--- config.mk ---
export PLATFORM = sky130hd
export DESIGN_NAME = gfx_stream_arb_flat
export DESIGN_NICKNAME = d
export VERILOG_FILES = /design/src/rtl/gfx_stream_arb_pkg.sv /design/src/rtl/gfx_stream_arb_if.sv /design/src/rtl/gfx_rr_pick.sv /design/src/rtl/gfx_stream_arb.sv /design/src/flat_wrapper.sv
export SDC_FILE = /design/constraint.sdc
export NUM_CORES = 1
export LEC_CHECK = 0
export BUFFER_PORTS_ARGS = -buffer_cell sky130_fd_sc_hd__clkbuf_2
export CAP_MARGIN = 20
export CORE_MARGIN = 2
export CORE_UTILIZATION = 35
export DETAILED_ROUTE_END_ITERATION = 10
export PLACE_DENSITY = 0.66
export SYNTH_ARGS = -nofsm -noshare
export SYNTH_HDL_FRONTEND = slang
export SYNTH_HIERARCHICAL = 1
export SYNTH_SLANG_ARGS = --single-unit
--- constraint.sdc ---
create_clock -name clk -period 2.1 [get_ports clk]
set_clock_uncertainty 0.05 [all_clocks]
set_input_delay 0 -clock clk [delete_from_list [all_inputs] [get_ports clk]]
set_output_delay 0 -clock clk [all_outputs]
set_load 0.05 [all_outputs]
--- src/rtl/gfx_stream_arb_pkg.sv ---
// Shared types and helpers for the pixel-stream round-robin arbiter.
package gfx_stream_arb_pkg;

  // StArb: choosing the next source; StBusy: one source owns the port until its last beat.
  typedef enum logic [0:0] {
    StArb  = 1'b0,
    StBusy = 1'b1
  } state_t;

  // Width of a source index; at least one bit even for degenerate counts.
  function automatic int unsigned idx_width(input int unsigned n);
    return (n > 1) ? $clog2(n) : 1;
  endfunction

endpackage

--- src/rtl/gfx_stream_arb_if.sv ---
// Bundle of the per-source request/beat signals and the shared output beat.
interface gfx_stream_arb_if #(
  parameter int unsigned NUM_SRC     = 2,
  parameter int unsigned H_WIDTH     = 12,
  parameter int unsigned V_WIDTH     = 12,
  parameter int unsigned PIXEL_WIDTH = 12
);

  logic [NUM_SRC-1:0]             s_req;
  logic [NUM_SRC-1:0]             s_gnt;
  logic [NUM_SRC-1:0]             s_gfx_valid;
  logic [NUM_SRC*H_WIDTH-1:0]     s_gfx_x;
  logic [NUM_SRC*V_WIDTH-1:0]     s_gfx_y;
  logic [NUM_SRC*PIXEL_WIDTH-1:0] s_gfx_pixel;
  logic [NUM_SRC-1:0]             s_gfx_last;
  logic [NUM_SRC-1:0]             s_gfx_ready;
  logic                           m_gfx_valid;
  logic [H_WIDTH-1:0]             m_gfx_x;
  logic [V_WIDTH-1:0]             m_gfx_y;
  logic [PIXEL_WIDTH-1:0]         m_gfx_pixel;
  logic                           m_gfx_last;
  logic                           m_gfx_ready;

  // Arbiter side: owns grants, per-source ready and the output beat.
  modport master (
    input  s_req, s_gfx_valid, s_gfx_x, s_gfx_y, s_gfx_pixel, s_gfx_last, m_gfx_ready,
    output s_gnt, s_gfx_ready, m_gfx_valid, m_gfx_x, m_gfx_y, m_gfx_pixel, m_gfx_last
  );

  // Engine/framebuffer side.
  modport slave (
    output s_req, s_gfx_valid, s_gfx_x, s_gfx_y, s_gfx_pixel, s_gfx_last, m_gfx_ready,
    input  s_gnt, s_gfx_ready, m_gfx_valid, m_gfx_x, m_gfx_y, m_gfx_pixel, m_gfx_last
  );

endinterface

--- src/rtl/gfx_rr_pick.sv ---
// Combinational round-robin picker: first requester at or after ptr, wrapping.
module gfx_rr_pick
  import gfx_stream_arb_pkg::*;
#(
  parameter int unsigned NUM_SRC = 2,
  parameter int unsigned IDX_W   = 1
) (
  input  logic [NUM_SRC-1:0] req,
  input  logic [IDX_W-1:0]   ptr,
  output logic [NUM_SRC-1:0] gnt,
  output logic [IDX_W-1:0]   idx,
  output logic               any
);

  localparam logic [IDX_W:0] NumSrcW = (IDX_W + 1)'(NUM_SRC);

  logic [IDX_W:0]   sum;
  logic [IDX_W-1:0] cand;

  // Scan candidates ptr, ptr+1, ... with explicit wrap so non-power-of-two counts stay in range.
  always_comb begin
    gnt  = '0;
    idx  = '0;
    any  = 1'b0;
    sum  = '0;
    cand = '0;
    for (int unsigned i = 0; i < NUM_SRC; i++) begin
      sum = {1'b0, ptr} + (IDX_W + 1)'(i);
      if (sum >= NumSrcW) begin
        sum = sum - NumSrcW;
      end
      cand = sum[IDX_W-1:0];
      if (!any && req[cand]) begin
        any       = 1'b1;
        idx       = cand;
        gnt[cand] = 1'b1;
      end
    end
  end

endmodule

--- src/rtl/gfx_stream_arb.sv ---
// Packet-granular round-robin arbiter feeding one registered pixel-stream output.
module gfx_stream_arb
  import gfx_stream_arb_pkg::*;
#(
  parameter int unsigned NUM_SRC     = 2,
  parameter int unsigned H_WIDTH     = 12,
  parameter int unsigned V_WIDTH     = 12,
  parameter int unsigned PIXEL_WIDTH = 12
) (
  input logic               clk,
  input logic               rst_n,
  gfx_stream_arb_if.master  bus
);

  localparam int unsigned     IdxW    = idx_width(NUM_SRC);
  localparam logic [IdxW-1:0] LastIdx = IdxW'(NUM_SRC - 1);

  state_t                 state_q, state_d;
  logic [IdxW-1:0]        ptr_q, ptr_d;
  logic [IdxW-1:0]        sel_q, sel_d;
  logic [NUM_SRC-1:0]     gnt_q, gnt_d;
  logic [NUM_SRC-1:0]     ready;
  logic                   m_valid_q, m_valid_d;
  logic                   m_last_q, m_last_d;
  logic [H_WIDTH-1:0]     m_x_q, m_x_d;
  logic [V_WIDTH-1:0]     m_y_q, m_y_d;
  logic [PIXEL_WIDTH-1:0] m_pix_q, m_pix_d;

  logic [NUM_SRC-1:0]     pick_gnt;
  logic [IdxW-1:0]        pick_idx;
  logic                   pick_any;

  logic [H_WIDTH-1:0]     src_x   [NUM_SRC];
  logic [V_WIDTH-1:0]     src_y   [NUM_SRC];
  logic [PIXEL_WIDTH-1:0] src_pix [NUM_SRC];

  logic out_ready;
  logic accept;
  logic sel_last;

  gfx_rr_pick #(
    .NUM_SRC (NUM_SRC),
    .IDX_W   (IdxW)
  ) u_pick (
    .req (bus.s_req),
    .ptr (ptr_q),
    .gnt (pick_gnt),
    .idx (pick_idx),
    .any (pick_any)
  );

  // Split the packed per-source beat buses into indexable arrays.
  always_comb begin
    for (int i = 0; i < NUM_SRC; i++) begin
      src_x[i]   = bus.s_gfx_x[i*H_WIDTH +: H_WIDTH];
      src_y[i]   = bus.s_gfx_y[i*V_WIDTH +: V_WIDTH];
      src_pix[i] = bus.s_gfx_pixel[i*PIXEL_WIDTH +: PIXEL_WIDTH];
    end
  end

  // Output slot is free when empty or draining this cycle; no skid buffer.
  assign out_ready = !m_valid_q || bus.m_gfx_ready;
  assign accept    = (state_q == StBusy) && bus.s_gfx_valid[sel_q] && out_ready;
  assign sel_last  = bus.s_gfx_last[sel_q];

  // Arbitration FSM: grant on request, release and advance ptr on the accepted last beat.
  always_comb begin
    state_d = state_q;
    ptr_d   = ptr_q;
    sel_d   = sel_q;
    gnt_d   = gnt_q;
    ready   = '0;
    case (state_q)
      StArb: begin
        if (pick_any) begin
          gnt_d   = pick_gnt;
          sel_d   = pick_idx;
          state_d = StBusy;
        end
      end
      StBusy: begin
        ready[sel_q] = out_ready;
        if (accept && sel_last) begin
          gnt_d   = '0;
          ptr_d   = (sel_q == LastIdx) ? '0 : sel_q + 1'b1;
          state_d = StArb;
        end
      end
      default: begin
        gnt_d   = '0;
        state_d = StArb;
      end
    endcase
  end

  // Output register: load on accept, drop valid once consumed, otherwise hold.
  always_comb begin
    m_valid_d = m_valid_q;
    m_last_d  = m_last_q;
    m_x_d     = m_x_q;
    m_y_d     = m_y_q;
    m_pix_d   = m_pix_q;
    if (accept) begin
      m_valid_d = 1'b1;
      m_last_d  = sel_last;
      m_x_d     = src_x[sel_q];
      m_y_d     = src_y[sel_q];
      m_pix_d   = src_pix[sel_q];
    end else if (bus.m_gfx_ready) begin
      m_valid_d = 1'b0;
    end
  end

  // State and output registers; reset drops any in-flight beat.
  always_ff @(posedge clk or negedge rst_n) begin
    if (!rst_n) begin
      state_q   <= StArb;
      ptr_q     <= '0;
      sel_q     <= '0;
      gnt_q     <= '0;
      m_valid_q <= 1'b0;
      m_last_q  <= 1'b0;
      m_x_q     <= '0;
      m_y_q     <= '0;
      m_pix_q   <= '0;
    end else begin
      state_q   <= state_d;
      ptr_q     <= ptr_d;
      sel_q     <= sel_d;
      gnt_q     <= gnt_d;
      m_valid_q <= m_valid_d;
      m_last_q  <= m_last_d;
      m_x_q     <= m_x_d;
      m_y_q     <= m_y_d;
      m_pix_q   <= m_pix_d;
    end
  end

  assign bus.s_gnt       = gnt_q;
  assign bus.s_gfx_ready = ready;
  assign bus.m_gfx_valid = m_valid_q;
  assign bus.m_gfx_last  = m_last_q;
  assign bus.m_gfx_x     = m_x_q;
  assign bus.m_gfx_y     = m_y_q;
  assign bus.m_gfx_pixel = m_pix_q;

endmodule

--- src/flat_wrapper.sv ---
// flat-port wrapper written by rule: the top's interface ports become plain ports
module gfx_stream_arb_flat import gfx_stream_arb_pkg::*;
#(
  parameter int unsigned NUM_SRC     = 2,
  parameter int unsigned H_WIDTH     = 12,
  parameter int unsigned V_WIDTH     = 12,
  parameter int unsigned PIXEL_WIDTH = 12
)
  (clk, rst_n, bus_s_req, bus_s_gfx_valid, bus_s_gfx_x, bus_s_gfx_y, bus_s_gfx_pixel, bus_s_gfx_last, bus_m_gfx_ready, bus_s_gnt, bus_s_gfx_ready, bus_m_gfx_valid, bus_m_gfx_x, bus_m_gfx_y, bus_m_gfx_pixel, bus_m_gfx_last);
  gfx_stream_arb_if #(.NUM_SRC(NUM_SRC), .H_WIDTH(H_WIDTH), .V_WIDTH(V_WIDTH), .PIXEL_WIDTH(PIXEL_WIDTH)) bus_i ();
  input logic clk;
  input logic rst_n;
  input wire logic [$bits(bus_i.s_req)-1:0] bus_s_req;
  input wire logic [$bits(bus_i.s_gfx_valid)-1:0] bus_s_gfx_valid;
  input wire logic [$bits(bus_i.s_gfx_x)-1:0] bus_s_gfx_x;
  input wire logic [$bits(bus_i.s_gfx_y)-1:0] bus_s_gfx_y;
  input wire logic [$bits(bus_i.s_gfx_pixel)-1:0] bus_s_gfx_pixel;
  input wire logic [$bits(bus_i.s_gfx_last)-1:0] bus_s_gfx_last;
  input wire logic [$bits(bus_i.m_gfx_ready)-1:0] bus_m_gfx_ready;
  output wire logic [$bits(bus_i.s_gnt)-1:0] bus_s_gnt;
  output wire logic [$bits(bus_i.s_gfx_ready)-1:0] bus_s_gfx_ready;
  output wire logic [$bits(bus_i.m_gfx_valid)-1:0] bus_m_gfx_valid;
  output wire logic [$bits(bus_i.m_gfx_x)-1:0] bus_m_gfx_x;
  output wire logic [$bits(bus_i.m_gfx_y)-1:0] bus_m_gfx_y;
  output wire logic [$bits(bus_i.m_gfx_pixel)-1:0] bus_m_gfx_pixel;
  output wire logic [$bits(bus_i.m_gfx_last)-1:0] bus_m_gfx_last;
  assign bus_i.s_req = bus_s_req;
  assign bus_i.s_gfx_valid = bus_s_gfx_valid;
  assign bus_i.s_gfx_x = bus_s_gfx_x;
  assign bus_i.s_gfx_y = bus_s_gfx_y;
  assign bus_i.s_gfx_pixel = bus_s_gfx_pixel;
  assign bus_i.s_gfx_last = bus_s_gfx_last;
  assign bus_i.m_gfx_ready = bus_m_gfx_ready;
  assign bus_s_gnt = bus_i.s_gnt;
  assign bus_s_gfx_ready = bus_i.s_gfx_ready;
  assign bus_m_gfx_valid = bus_i.m_gfx_valid;
  assign bus_m_gfx_x = bus_i.m_gfx_x;
  assign bus_m_gfx_y = bus_i.m_gfx_y;
  assign bus_m_gfx_pixel = bus_i.m_gfx_pixel;
  assign bus_m_gfx_last = bus_i.m_gfx_last;
  gfx_stream_arb #(.NUM_SRC(NUM_SRC), .H_WIDTH(H_WIDTH), .V_WIDTH(V_WIDTH), .PIXEL_WIDTH(PIXEL_WIDTH)) u_core (.clk(clk), .rst_n(rst_n), .bus(bus_i));
endmodule
==> impl_results.md <==
- Outcome: finished clean
- Top cells by area, synth: dfrtp_1 49%, mux2_2 28%, mux2_4 13%
- Hold Path Class: input port to flip-flop
- Vias in the first global route: 1709
- CTS clk-pin slew, worst paths: 80 ps
- CTS max path bufs: 2
- Fmax: 0.612 GHz
- Diode count: 0
- Cell area after layout: 3030 um2
- Initial drt markers: 34
- Via density: 4.49
- Sum Neg Setup Slack: 0 ps
- Die area: 6980 um2
- Post-Layout Cell Count: 360
- Critical-path maximum fanout: 38
- Post-Place Setup Slack: 475 ps
- Post-Syn Instances: 156
- Post-synth cell types: 21
- Placed cell areas: 2890 um2
- Least-Margin Pin Slew: 824 ps
- DRC: 0
- Reg2reg setup slack: 470 ps
- Final HPWL DP: 3300 um
- Seq cells post-synth: 43
- Post-synthesis sequential area ratio: 0.486
- Clk root buf: clkbuf_8
- Ys Warns: 6
- DRT Wirelength: 4360 um
- Crit-path slowest cell: dfrtp_2
- Worst Slack Setup Final: 467 ps
- H-tree levels: 2
- Switching Fraction: 0.490
- Pin count of the biggest net entering global routing: 39
- Total gr overflow: 0
- # IOs: 123
- Kind of critical path: flip-flop to flip-flop
- Psw: 2.60 mW
- TritonCTS Buffers: 5
- Vias post-DR: 1616
- Drt pass-1 iters: 4
- WP buf/inv: 1
- Area grow syn2layout: 36.6%
- Endpoints failing setup: 0
- CTS tree: done
- Fillcell total: 556
- Routed Antenna Nets: 0
- Fin crit period: 1630 ps
- Comb power frac: 0.615
- Initial Util: 0.368
- Final Slew Violations: 0
- Placed cells: 348
- Post-synth net total: 237
- Worst Path Required: 2230 ps
- Seq pwr share: 0.278
- Rows: 28
- RSZ-0062 raised after global routing: no
- Slew margin rel.: 0.451
- Final Util: 0.502
- Internal: 2.71 mW
- Clock network fraction of design power: 0.107
- I/O Buffers: 122
- Yosys top cell by area: dfrtp_1
- Total power: 5.31 mW
- First-pass GRT wire length: 7580 um
- Syn Std Cell Area: 2220 um2
- Fin. Hold Viols: 0
- Chip Width: 83.6 um
- Hold_ws: 11.8 ps
- Clock Latency Late Sink: 290 ps
- Pwr dens: 1750 nW/um2
- Maxcap violations: 0
- CP Capture Type: flip-flop
- Die H: 83.6 um
- Final nets: 365
- Average wire per standard cell: 12.1 um
- Antenna violations before repair: 0
- Worst Path Arrival: 1760 ps
- Critical path's top delay family: multiplexers
- GRT Total Usage: 0.132
- Clock Sinks: 43
- Leak pwr: 1.57 nW
- Maximum VDD drop: 0.717 mV
- Syn_area_per_cell: 14.2 um2
- Core area: 6030 um2
- RD Place Congestion: 0.753
- Final worst path period share: 0.778
- Area fraction of the dominant cell type after synthesis: 0.486
- Share of cells above drive strength 1: 0.733
- CP max stage delay: 420 ps
- Crit path cell chain: mux2_4 -> nand3_2 -> buf_12 -> mux2_2
- Crit start category: flip-flop
==> repair_timing <==
item / in CTS / in global routing
gates resized for setup: 0 / 0
hold buffers: 4 / 0
hold endpoints to repair: 36 / 0
setup buffers: 0 / 0
==> synthesized netlist by cell type, drive strengths merged <==
| library cell | count |
|---|---|
| clkbuf | 4 |
| o21ai | 2 |
| nand3 | 1 |
| nand2 | 10 |
| o32ai | 1 |
| dfrtp | 43 |
| and4 | 1 |
| a21o | 1 |
| and3 | 1 |
| a21boi | 3 |
| nor2b | 1 |
| inv | 3 |
| or2 | 1 |
| mux2 | 74 |
| nand2b | 2 |
| nor2 | 3 |
| buf | 5 |
==> worst paths after layout <==
path	cells after the start	to	start
worst max register to register	4	u_core/bus.m_gfx_pixel[3]$_DFFE_PN0P_	u_core/sel_q$_DFFE_PN0P_
min in group asynchronous	2	u_core/bus.m_gfx_pixel[2]$_DFFE_PN0P_	rst_n
worst min-delay path	3	u_core/bus.m_gfx_x[5]$_DFFE_PN0P_	bus_s_gfx_x[5]
max in group asynchronous	3	u_core/bus.m_gfx_pixel[8]$_DFFE_PN0P_	rst_n
worst min register to register	1	u_core/bus.m_gfx_x[9]$_DFFE_PN0P_	u_core/bus.m_gfx_x[9]$_DFFE_PN0P_
worst max-delay path	4	u_core/bus.m_gfx_pixel[3]$_DFFE_PN0P_	u_core/sel_q$_DFFE_PN0P_
==> sequential cells by signal, summed over array words and instances, names as in the netlist <==
signal / count
u_core/sel_q: 1
u_core/state_q: 1
u_core/bus.m_gfx_last: 1
u_core/bus.m_gfx_y: 12
u_core/ptr_q: 1
u_core/bus.s_gnt: 2
u_core/bus.m_gfx_valid: 1
u_core/bus.m_gfx_x: 12
u_core/bus.m_gfx_pixel: 12
==> cell usage in the layout, fill, tap and decap left out, drive strengths merged <==
cell type / synthesis / routed
a21boi: 3 / 3
dfrtp: 43 / 43
and4: 1 / 1
or2: 1 / 1
nand2b: 2 / 2
clkbuf: 4 / 130
nand2: 10 / 10
inv: 3 / 3
buf: 5 / 4
o32ai: 1 / 1
and3: 1 / 1
nand3: 1 / 1
dlygate4sd3: 0 / 4
o21ai: 2 / 2
nor2b: 1 / 1
mux2: 74 / 74
nor2: 3 / 3
a21o: 1 / 1
==> power groups by stage <==
| stage | logic, mW | registers (mW) | clock network [mW] |
|---|---|---|---|
| 3_3_place_gp | 3.27 | 1.48 | 0 |
| 5_1_grt | 3.45 | 1.54 | 0.632 |
| 2_1_floorplan | 1.29 | 2.84 | 0 |
| 3_5_place_dp | 3.29 | 1.49 | 0 |
| 6_report | 3.26 | 1.48 | 0.569 |
| 4_1_cts | 3.31 | 1.48 | 0.598 |
==> per-layer routing <==
metal / vias to the layer above / GRT usage / part of all wire
li1: 799 / - / -
met5: - / 0 / 0
met4: 0 / 0.0440 / 0.014
met2: 72 / 0.220 / 0.48
met3: 7 / 0.0376 / 0.086
met1: 738 / 0.165 / 0.42
==> final cells by class <==
type                       count  area (um2)  area share
clock buffer                   8         100      0.0331
multi-input combinational    101        1050       0.348
inverter                       3        11.3     0.00372
tap                           75        93.8      0.0310
sequential                    43        1080       0.356
timing repair buffer         130         693       0.229
==> cells by family (layout without fill, tap and decap cells) <==
| logic type | after synthesis | in the layout | share of synthesized area |
|---|---|---|---|
| compound gates | 7 | 7 | 0.0220 |
| simple gates | 20 | 20 | 0.0446 |
| flops | 43 | 43 | 0.486 |
| buf+inv | 12 | 141 | 0.0395 |
| mux | 74 | 74 | 0.408 |
==> worst register-to-register path: cells and delay by family (launching register included) <==
| kind | cells | cell delay, ps |
|---|---|---|
| and+or+nand+nor | 1 | 100 |
| buffers and inverters | 1 | 240 |
| DFF | 1 | 420 |
| muxes | 2 | 720 |
Power figures use the tool's default switching activity.
